==> src/rtl/io_mmio_pkg.sv <==
// Shared definitions for the memory-mapped I/O unit: register offsets, region select and TX state encoding.
// IO_BR_STATS_EN decides whether the branch-statistics offsets are decoded.
package io_mmio_pkg;

    localparam logic [1:0] IO_REGION    = 2'b10;

    localparam logic [7:0] IO_UART_CTRL = 8'h00;
    localparam logic [7:0] IO_UART_RX   = 8'h04;
    localparam logic [7:0] IO_UART_TX   = 8'h08;
    localparam logic [7:0] IO_CYC_CNT   = 8'h10;
    localparam logic [7:0] IO_INST_CNT  = 8'h14;
    localparam logic [7:0] IO_CNT_RST   = 8'h18;
    localparam logic [7:0] IO_BR_CNT    = 8'h1C;
    localparam logic [7:0] IO_BR_OK_CNT = 8'h20;

`ifdef IO_BR_STATS_EN
    localparam bit IO_BR_STATS = 1'b1;
`else
    localparam bit IO_BR_STATS = 1'b0;
`endif

    typedef enum logic {
        TX_IDLE = 1'b0,
        TX_FULL = 1'b1
    } tx_state_e;

    // True for every offset that maps to a register in this build.
    function automatic logic io_decoded(input logic [7:0] off);
        case (off)
            IO_UART_CTRL, IO_UART_RX, IO_UART_TX,
            IO_CYC_CNT, IO_INST_CNT, IO_CNT_RST: return 1'b1;
            IO_BR_CNT, IO_BR_OK_CNT:             return IO_BR_STATS;
            default:                             return 1'b0;
        endcase
    endfunction

endpackage

==> src/rtl/io_mmio_if.sv <==
// UART byte handshakes between the I/O unit (master side) and the UART (slave side).
interface io_mmio_if;

    logic       uart_tx_ready;
    logic       uart_tx_valid;
    logic [7:0] uart_tx_data;
    logic       uart_rx_valid;
    logic [7:0] uart_rx_data;
    logic       uart_rx_ready;

    modport master (
        output uart_tx_valid,
        output uart_tx_data,
        output uart_rx_ready,
        input  uart_tx_ready,
        input  uart_rx_valid,
        input  uart_rx_data
    );

    modport slave (
        input  uart_tx_valid,
        input  uart_tx_data,
        input  uart_rx_ready,
        output uart_tx_ready,
        output uart_rx_valid,
        output uart_rx_data
    );

endinterface

==> src/rtl/io_mmio_counter.sv <==
// 32-bit wrapping event counter; clear takes priority over increment.
module io_counter (
    input  logic        clk,
    input  logic        rst,
    input  logic        inc,
    input  logic        clr,
    output logic [31:0] count
);

    logic [31:0] cnt_q;
    logic [31:0] cnt_d;

    always_comb begin
        cnt_d = cnt_q;
        if (clr) begin
            cnt_d = '0;
        end else if (inc) begin
            cnt_d = cnt_q + 32'd1;
        end
    end

    always_ff @(posedge clk) begin
        if (rst) begin
            cnt_q <= '0;
        end else begin
            cnt_q <= cnt_d;
        end
    end

    assign count = cnt_q;

endmodule

==> src/rtl/io_mmio.sv <==
// Stage-3 memory-mapped I/O: one-byte UART TX/RX buffers plus cycle/instruction counters.
// Defining IO_BR_STATS_EN adds the branch and correct-branch counters with their ports.
module io_mmio
    import io_mmio_pkg::*;
#(
    parameter int CLK_HZ = 50_000_000
) (
    input  logic        clk,
    input  logic        rst,
    input  logic [31:0] addr,
    input  logic [31:0] wdata,
    input  logic        store_en,
    input  logic        load_en,
    input  logic        instr_retire,
    io_mmio_if.master   uart,
    output logic        stat_tx_ready,
    output logic        stat_rx_valid,
    output logic [7:0]  rx_byte,
    output logic [31:0] cyc_counter,
    output logic [31:0] instr_counter
`ifdef IO_BR_STATS_EN
    ,
    input  logic        br_resolve,
    input  logic        br_correct,
    output logic [31:0] br_counter,
    output logic [31:0] br_correct_counter
`endif
);

    if (CLK_HZ <= 0) begin : g_bad_clk_hz
        $error("io_mmio: CLK_HZ must be positive");
    end

    logic      io_hit;
    logic      tx_store;
    logic      rx_load;
    logic      cnt_clr;
    logic      unused_bits;

    tx_state_e tx_state_q;
    tx_state_e tx_state_d;
    logic [7:0] tx_data_q;
    logic [7:0] tx_data_d;

    logic       rx_full_q;
    logic       rx_full_d;
    logic [7:0] rx_byte_q;
    logic [7:0] rx_byte_d;

    // Only addr[31:30] and addr[7:0] take part in the decode; the rest is ignored.
    assign io_hit      = (addr[31:30] == IO_REGION) && io_decoded(addr[7:0]);
    assign tx_store    = store_en && io_hit && (addr[7:0] == IO_UART_TX);
    assign rx_load     = load_en  && io_hit && (addr[7:0] == IO_UART_RX);
    assign cnt_clr     = store_en && io_hit && (addr[7:0] == IO_CNT_RST);
    assign unused_bits = ^{addr[29:8], wdata[31:8]};

    always_comb begin
        tx_state_d = tx_state_q;
        tx_data_d  = tx_data_q;
        case (tx_state_q)
            TX_IDLE: begin
                if (tx_store) begin
                    tx_state_d = TX_FULL;
                    tx_data_d  = wdata[7:0];
                end
            end
            TX_FULL: begin
                // Stores landing here are dropped, so the pending byte stays stable.
                if (uart.uart_tx_ready) begin
                    tx_state_d = TX_IDLE;
                end
            end
        endcase
    end

    always_ff @(posedge clk) begin
        if (rst) begin
            tx_state_q <= TX_IDLE;
            tx_data_q  <= '0;
        end else begin
            tx_state_q <= tx_state_d;
            tx_data_q  <= tx_data_d;
        end
    end

    always_comb begin
        rx_full_d = rx_full_q;
        rx_byte_d = rx_byte_q;
        if (!rx_full_q) begin
            if (uart.uart_rx_valid) begin
                rx_full_d = 1'b1;
                rx_byte_d = uart.uart_rx_data;
            end
        end else if (rx_load) begin
            rx_full_d = 1'b0;
        end
    end

    always_ff @(posedge clk) begin
        if (rst) begin
            rx_full_q <= 1'b0;
            rx_byte_q <= '0;
        end else begin
            rx_full_q <= rx_full_d;
            rx_byte_q <= rx_byte_d;
        end
    end

    assign uart.uart_tx_valid = (tx_state_q == TX_FULL);
    assign uart.uart_tx_data  = tx_data_q;
    assign uart.uart_rx_ready = !rx_full_q;
    assign stat_tx_ready      = (tx_state_q == TX_IDLE);
    assign stat_rx_valid      = rx_full_q;
    assign rx_byte            = rx_byte_q;

    io_counter u_cyc_cnt (
        .clk   (clk),
        .rst   (rst),
        .inc   (1'b1),
        .clr   (cnt_clr),
        .count (cyc_counter)
    );

    io_counter u_instr_cnt (
        .clk   (clk),
        .rst   (rst),
        .inc   (instr_retire),
        .clr   (cnt_clr),
        .count (instr_counter)
    );

`ifdef IO_BR_STATS_EN
    io_counter u_br_cnt (
        .clk   (clk),
        .rst   (rst),
        .inc   (br_resolve),
        .clr   (cnt_clr),
        .count (br_counter)
    );

    io_counter u_br_ok_cnt (
        .clk   (clk),
        .rst   (rst),
        .inc   (br_resolve && br_correct),
        .clr   (cnt_clr),
        .count (br_correct_counter)
    );
`endif

endmodule
==> src/flat_wrapper.sv <==
// flat-port wrapper written by rule: the top's interface ports become plain ports
module io_mmio_flat import io_mmio_pkg::*;
#(
    parameter int CLK_HZ = 50_000_000
)
  (clk, rst, addr, wdata, store_en, load_en, instr_retire, stat_tx_ready, stat_rx_valid, rx_byte, cyc_counter, instr_counter, uart_uart_tx_valid, uart_uart_tx_data, uart_uart_rx_ready, uart_uart_tx_ready, uart_uart_rx_valid, uart_uart_rx_data);
  io_mmio_if uart_i ();
  input  logic clk;
  input  logic rst;
  input  logic [31:0] addr;
  input  logic [31:0] wdata;
  input  logic store_en;
  input  logic load_en;
  input  logic instr_retire;
  output logic stat_tx_ready;
  output logic stat_rx_valid;
  output logic [7:0] rx_byte;
  output logic [31:0] cyc_counter;
  output logic [31:0] instr_counter;
  output wire logic [$bits(uart_i.uart_tx_valid)-1:0] uart_uart_tx_valid;
  output wire logic [$bits(uart_i.uart_tx_data)-1:0] uart_uart_tx_data;
  output wire logic [$bits(uart_i.uart_rx_ready)-1:0] uart_uart_rx_ready;
  input wire logic [$bits(uart_i.uart_tx_ready)-1:0] uart_uart_tx_ready;
  input wire logic [$bits(uart_i.uart_rx_valid)-1:0] uart_uart_rx_valid;
  input wire logic [$bits(uart_i.uart_rx_data)-1:0] uart_uart_rx_data;
  assign uart_uart_tx_valid = uart_i.uart_tx_valid;
  assign uart_uart_tx_data = uart_i.uart_tx_data;
  assign uart_uart_rx_ready = uart_i.uart_rx_ready;
  assign uart_i.uart_tx_ready = uart_uart_tx_ready;
  assign uart_i.uart_rx_valid = uart_uart_rx_valid;
  assign uart_i.uart_rx_data = uart_uart_rx_data;
  io_mmio #(.CLK_HZ(CLK_HZ)) u_core (.clk(clk), .rst(rst), .addr(addr), .wdata(wdata), .store_en(store_en), .load_en(load_en), .instr_retire(instr_retire), .uart(uart_i), .stat_tx_ready(stat_tx_ready), .stat_rx_valid(stat_rx_valid), .rx_byte(rx_byte), .cyc_counter(cyc_counter), .instr_counter(instr_counter));
endmodule
==> config.mk <==
export PLATFORM = sky130hd
export DESIGN_NAME = io_mmio_flat
export DESIGN_NICKNAME = d
export VERILOG_FILES = /design/src/rtl/io_mmio_pkg.sv /design/src/rtl/io_mmio_if.sv /design/src/rtl/io_mmio_counter.sv /design/src/rtl/io_mmio.sv /design/src/flat_wrapper.sv
export SDC_FILE = /design/constraint.sdc
export NUM_CORES = 1
export LEC_CHECK = 0
export ABC_AREA = 0
export CORE_UTILIZATION = 43
export DETAILED_ROUTE_END_ITERATION = 8
export PLACE_DENSITY = 0.81
export SYNTH_ARGS = -nofsm -noshare
export SYNTH_HDL_FRONTEND = slang
export SYNTH_HIERARCHICAL = 1
export SYNTH_SLANG_ARGS = --single-unit
==> constraint.sdc <==
create_clock -name clk -period 2.4 [get_ports clk]
set_input_delay 0.24 -clock clk [delete_from_list [all_inputs] [get_ports clk]]
set_output_delay 0.24 -clock clk [all_outputs]
set_load 0.02 [all_outputs]
==> flow_summary.json, run 1 <==
{
  "grt_max_degree": 31,
  "p_per_area_mw_per_mm2": 463,
  "coreArea_mm2": 0.00876,
  "avgRoutedWirePerCell_um": 14.5,
  "synthAdderAreaFrac": 0.00642,
  "clock_latency_ns": 0.34,
  "async_flop_share": 0,
  "synth.top_cell.area_share": 0.421,
  "htreeDepth": 3,
  "crit_type": "in2reg",
  "hp-class": "in2reg",
  "grt_pass1_vias": 3467,
  "die_x_um": 97.2,
  "cp_data_arrival_time_ns": 2.15,
  "ios": 163,
  "cts_buffers": 9,
  "synth.area.mux_share": 0.0513,
  "fill_cells": 758,
  "drv_slew": 0,
  "finalCritPeriodShare": 0.800,
  "grt_pass1_wl_um": 15900,
  "synth_area_leaders": "dfxtp_1 (42%), mux2i_1 (5.1%), a21oi_1 (4.5%)",
  "post-route-min-period_ns": 1.92,
  "ys_warn_count": 6,
  "stdcell_count": 657,
  "ctsLongestPathBuffers": 2,
  "port-buffer-count": 116,
  "grtUsageTotal": 0.202,
  "ant_nets": 0,
  "antenna_found_initial": 0,
  "routed_wl_um": 9520,
  "syn_area_mm2": 0.00390,
  "dpl.hpwl_um": 6890,
  "drt_iter0_markers": 117,
  "dpl.cell_count": 642,
  "gp_congestion": 0.820,
  "seqCellArea_mm2": 0.00164,
  "cp-end-kind": "register",
  "p_total_uw": 2470,
  "row_count": 34,
  "synth-simple-area-share": 0.310,
  "skew_ns": 0.00852,
  "worst-endpoint-required_ns": 2.63,
  "avgSynthCellArea_um2": 9.20,
  "synth_top_family_by_area": "simple AND/OR/NAND/NOR gates",
  "vias": 3657,
  "status": "complete, no violations",
  "final.setup.tns_ns": 0,
  "post_cts_buffers": 0,
  "synth_compound_area_frac": 0.110,
  "setup_violations": 0,
  "vias_per_cell": 5.57,
  "worst-path-max-fanout": 30,
  "hold_violations": 0,
  "p_leak_uw": 0.00190,
  "drive_above_1_share": 0.0801,
  "ys_ff_latch": 82,
  "n_antenna_cell": 0,
  "synth_area_leader_cell": "dfxtp_1",
  "first_pass_iters": 4,
  "cts.sinks": 82,
  "startpoint_type": "input port",
  "hold_buffers": 0,
  "synth_commonest_cells": "dfxtp_1 (82), nor2_1 (37), a21oi_1 (35)",
  "area_growth_pct": 36.7,
  "ir_worst_vdd_mv": 0.299,
  "synth_cell_types": 40,
  "final_nets": 626,
  "die-height_um": 97.2,
  "rsz0062_at_grt": "false",
  "drc": 0,
  "gr-total-overflow": 0,
  "cts_resized": 0,
  "yosysMostFrequentCell": "dfxtp_1",
  "start_util": 0.445,
  "synth_xor_area_frac": 0.0539,
  "path_clk_slew_ns": 0.08,
  "max_freq_mhz": 521,
  "cts_tree": "yes",
  "synth_edf_count": 0,
  "maxCapViolCount": 0,
  "ys_seq_area_frac": 0.421,
  "synthFlopType": "dfxtp_1",
  "multi_input_area_mm2": 0.00209,
  "syn_inst": 424,
  "root_buffer": "clkbuf_8",
  "dieArea_mm2": 0.00945
}
## where the power goes
| part | internal [uW] | total (uW) | switching [uW] |
|---|---|---|---|
| sequential | 1380 | 1390 | 12.6 |
| clock | 395 | 880 | 485 |
| combinational | 113 | 197 | 83.5 |
## area by class of cell
class,instances,share of cell area
Clock inverter,5,0.00587
Tap cell,108,0.0254
Clock buffer,10,0.0258
Timing Repair Buffer,126,0.237
Inverter,8,0.00563
Multi-Input combinational cell,318,0.393
Sequential cell,82,0.308
## cell usage in the layout, fill, tap and decap left out, types with 2 or more instances in the layout
cell type / Yosys / layout
o41ai_1: 2 / 2
nand4_1: 20 / 20
nor3_1: 5 / 5
nand4_4: 4 / 4
mux2i_1: 20 / 20
nand4_2: 2 / 2
nor2_1: 37 / 37
xor2_1: 18 / 18
conb_1: 1 / 5
xnor2_1: 6 / 6
or4_1: 21 / 21
clkinv_2: 0 / 3
buf_12: 2 / 2
dfxtp_1: 82 / 82
or3_1: 14 / 14
o311ai_0: 2 / 2
o21ai_0: 14 / 14
buf_4: 4 / 8
and3_1: 12 / 12
inv_1: 8 / 8
and4_1: 8 / 8
a21oi_1: 35 / 35
ha_1: 2 / 2
or2_2: 2 / 2
clkbuf_8: 0 / 10
nand2_1: 18 / 18
and4_4: 2 / 2
or3_2: 4 / 4
and2_1: 2 / 2
nand3_2: 2 / 2
nand2b_1: 17 / 17
nand3_1: 18 / 18
o31ai_1: 20 / 20
clkdlybuf4s50_1: 0 / 116
## worst max-delay path: stages
cell and delay [ns]:
clkdlybuf4s50_1 0.41, or4b_2 0.67, nor3_1 0.24, buf_4 0.20, or2_2 0.13, buf_12 0.17
nor2_1 0.07
## flip-flops by register name (all words and copies together) (netlist names)
signal and cells:
u_core/u_instr_cnt/count 32, u_core/uart.uart_tx_data 8, u_core/rx_byte 8, u_core/u_cyc_cnt/count 32
u_core/uart.uart_tx_valid 1, u_core/stat_rx_valid 1
## per-stage QoR
| stage | utilization | worst slack, ns | cell area, um2 | hold slack (ns) |
|---|---|---|---|---|
| 2_1_floorplan | - | 0.447 | 3920 | 0.388 |
| 3_3_place_gp | 0.589 | 0.170 | 5160 | 0.461 |
| 3_5_place_dp | 0.589 | 0.135 | 5160 | 0.467 |
| 4_1_cts | 0.608 | 0.503 | 5330 | 0.446 |
| 5_1_grt | 0.608 | 0.343 | 5330 | 0.464 |
| 6_report | 0.608 | 0.479 | 5330 | 0.460 |
## cell families after synthesis
kind of cell	after synthesis
adders and majority gates	2
DFF	82
buffers and inverters	28
muxes	20
and+or+nand+nor	194
xor gates and xnor gates	24
other	1
AOI/OAI and AO/OA	73
## worst paths after layout
kind	startpoint	to	slack [ns]	depth (start not counted)
worst min register to register	u_core/uart.uart_tx_data[3]	u_core/uart.uart_tx_data[3]	0.48	2
worst max register to register	u_core/u_instr_cnt/count[7]	u_core/u_instr_cnt/count[27]	0.51	4
worst min-delay path	wdata[1]	u_core/uart.uart_tx_data[1]	0.46	3
worst max-delay path	addr[7]	u_core/u_instr_cnt/count[7]	0.48	7
## metal layers
metal  part of all wire  GRT usage  vias up
li1                   -          -     1799
met1               0.43      0.241     1738
met2               0.50      0.354      105
met3              0.048     0.0446       15
met4              0.020     0.0758        0
met5                  0          0        -
Power figures use the tool's default switching activity.
==> inputs of run 2 (changes only) <==
==> constraint.sdc (replaced) <==
create_clock -name clk -period 1.9 [get_ports clk]
set_input_delay 0.19 -clock clk [delete_from_list [all_inputs] [get_ports clk]]
set_output_delay 0.19 -clock clk [all_outputs]
set_load 0.02 [all_outputs]
==> run 2 against run 1 <==
Wire length is 2.8% higher. Clock power increased by 48%. Sequential power up 26%. Critical path type is now reg2reg. Design area increased by 4.7%. Final cell count rose by 4.0%. Largest power group unchanged. Non-clock buffer count up 25. Core utilization grew 2.8 points. Sequential cell count stayed put. Clock skew shrank 0.00066 ns. Critical path depth down 3. Global-route usage increased by 0.68 points.
==> flow_summary.json, run 2 (synthesis results as in run 1) <==
{
  "status": "complete, no violations",
  "final_nets": 651,
  "cts_resized": 0,
  "first_pass_iters": 4,
  "worst_hold_path.num_cells": 3,
  "root_buffer": "clkbuf_8",
  "crit_chain": "and4_1 > nand4_1 > or4_1 > a21oi_1",
  "crit_slowest_cell": "or4_1",
  "p_per_area_mw_per_mm2": 593,
  "clock_latency_ns": 0.35,
  "layout_commonest_cell": "clkdlybuf4s50_1",
  "cts.sinks": 82,
  "cp_data_arrival_time_ns": 2.10,
  "coreArea_mm2": 0.00876,
  "ir_worst_vdd_mv": 0.282,
  "hold_violations": 0,
  "post-route-min-period_ns": 1.81,
  "max_freq_mhz": 552,
  "worst-path-max-fanout": 7,
  "skew_ns": 0.00786,
  "avgRoutedWirePerCell_um": 14.3,
  "row_count": 34,
  "reg2reg_from": "u_core/u_instr_cnt/count[14]",
  "worst-endpoint-required_ns": 2.19,
  "cts_tree": "yes",
  "crit_buf_inv": 0,
  "grt_pass1_wl_um": 16400,
  "drt_iter0_markers": 151,
  "hold_buffers": 0,
  "dieArea_mm2": 0.00945,
  "hp-class": "in2reg",
  "grt_pass1_vias": 3598,
  "gr-total-overflow": 0,
  "htreeDepth": 3,
  "drive_above_1_share": 0.130,
  "vias_per_cell": 5.56,
  "grtUsageTotal": 0.209,
  "finalCritPeriodShare": 0.953,
  "die-height_um": 97.2,
  "dpl.hpwl_um": 7190,
  "maxCapViolCount": 0,
  "path_clk_slew_ns": 0.09,
  "dpl.cell_count": 667,
  "drv_slew": 0,
  "cp-end-kind": "register",
  "drc": 0,
  "n_antenna_cell": 0,
  "rrSetupSlack_ns": 0.09,
  "gp_congestion": 0.840,
  "max_stage_delay_ns": 0.49,
  "final_cell_mix": "clkdlybuf4s50_1 (116), dfxtp_1 (82), nor2_1 (37)",
  "p_leak_uw": 0.00205,
  "post_cts_buffers": 0,
  "cts_buffers": 9,
  "final_area_mm2": 0.00558,
  "holdWs_ns": 0.399,
  "start_util": 0.445,
  "final_core_util": 0.637,
  "min_from": "wdata[0]",
  "r2r-end": "u_core/u_instr_cnt/count[20]",
  "ff2ff_path_depth": 4,
  "startpoint_type": "register",
  "area_growth_pct": 43.1,
  "grt_max_degree": 31,
  "dpl_cell_area_mm2": 0.00535,
  "rsz0062_at_grt": "false",
  "ctsLongestPathBuffers": 2,
  "p_total_uw": 3310,
  "ios": 163,
  "routed_wl_um": 9790,
  "setup_violations": 0,
  "ant_nets": 0,
  "die_x_um": 97.2,
  "port-buffer-count": 116,
  "critPathTopFamily": "simple AND/OR/NAND/NOR gates",
  "antenna_found_initial": 0,
  "crit_type": "reg2reg",
  "vias": 3796,
  "stdcell_count": 683,
  "whs_endpoint": "u_core/uart.uart_tx_data[0]"
}
run 2: metrics by stage:
step,setup slack (ns),setup TNS (ns)
6_report,0.0887,0
5_1_grt,0.0202,0
4_1_cts,0.0594,0
3_5_place_dp,-0.216,-14.22
3_3_place_gp,-0.204,-13.43
2_1_floorplan,0.0963,0
run 2: area by class of cell:
class                      instances  area [um2]
timing repair buffer             151        1450
clock buffer                      10         138
sequential                        82        1640
multi-input combinational        318        2120
inverter                           8        30.0
tap                              108         135
fill                             754        3180
clock inverter                     6        66.3
run 2: worst max-delay path by stage:
| stage | start | endpoint | slack [ns] | cells after the start |
|---|---|---|---|---|
| 2_1_floorplan | u_core/u_cyc_cnt/count[0] | u_core/u_cyc_cnt/count[20] | 0.1 | 6 |
| 3_3_place_gp | addr[7] | u_core/u_instr_cnt/count[16] | -0.20 | 7 |
| 3_5_place_dp | addr[7] | u_core/u_instr_cnt/count[12] | -0.22 | 7 |
| 4_1_cts | u_core/u_cyc_cnt/count[9] | u_core/u_cyc_cnt/count[27] | 0.06 | 4 |
| 5_1_grt | u_core/u_instr_cnt/count[0] | u_core/u_instr_cnt/count[22] | 0.02 | 6 |
| 6_report | u_core/u_instr_cnt/count[14] | u_core/u_instr_cnt/count[20] | 0.09 | 4 |
run 2: worst register-to-register path: cells and delay by family, from the launching register on:
family             cells  cell delay [ns]
AOI/OAI and AO/OA      1             0.14
DFF                    1             0.40
and+or+nand+nor        3             1.21
run 2: power breakdown:
| group | total (uW) | switching [uW] | internal, uW |
|---|---|---|---|
| registers | 1750 | 16.0 | 1740 |
| clock network | 1300 | 657 | 646 |
| logic | 251 | 106 | 145 |
| total | 3310 | 779 | 2530 |
run 2: layer usage:
metal  share of wire  track usage  up-vias  wire [um]
met1            0.43        0.250     1819       4190
li1                -            -     1856          -
met5               0            0        -          0
met3           0.041       0.0424       15        400
met4           0.014       0.0724        0        140
met2            0.52        0.372      106       5050
==> inputs of run 3 (changes only) <==
--- a/config.mk
+++ b/config.mk
@@ -8,6 +8,7 @@
 export ABC_AREA = 0
 export CORE_UTILIZATION = 43
 export DETAILED_ROUTE_END_ITERATION = 8
+export GPL_ROUTABILITY_DRIVEN = 0
 export PLACE_DENSITY = 0.81
 export SYNTH_ARGS = -nofsm -noshare
 export SYNTH_HDL_FRONTEND = slang
==> results of run 3 <==
Final layout, timing and power as in run 2 (identical DEF).
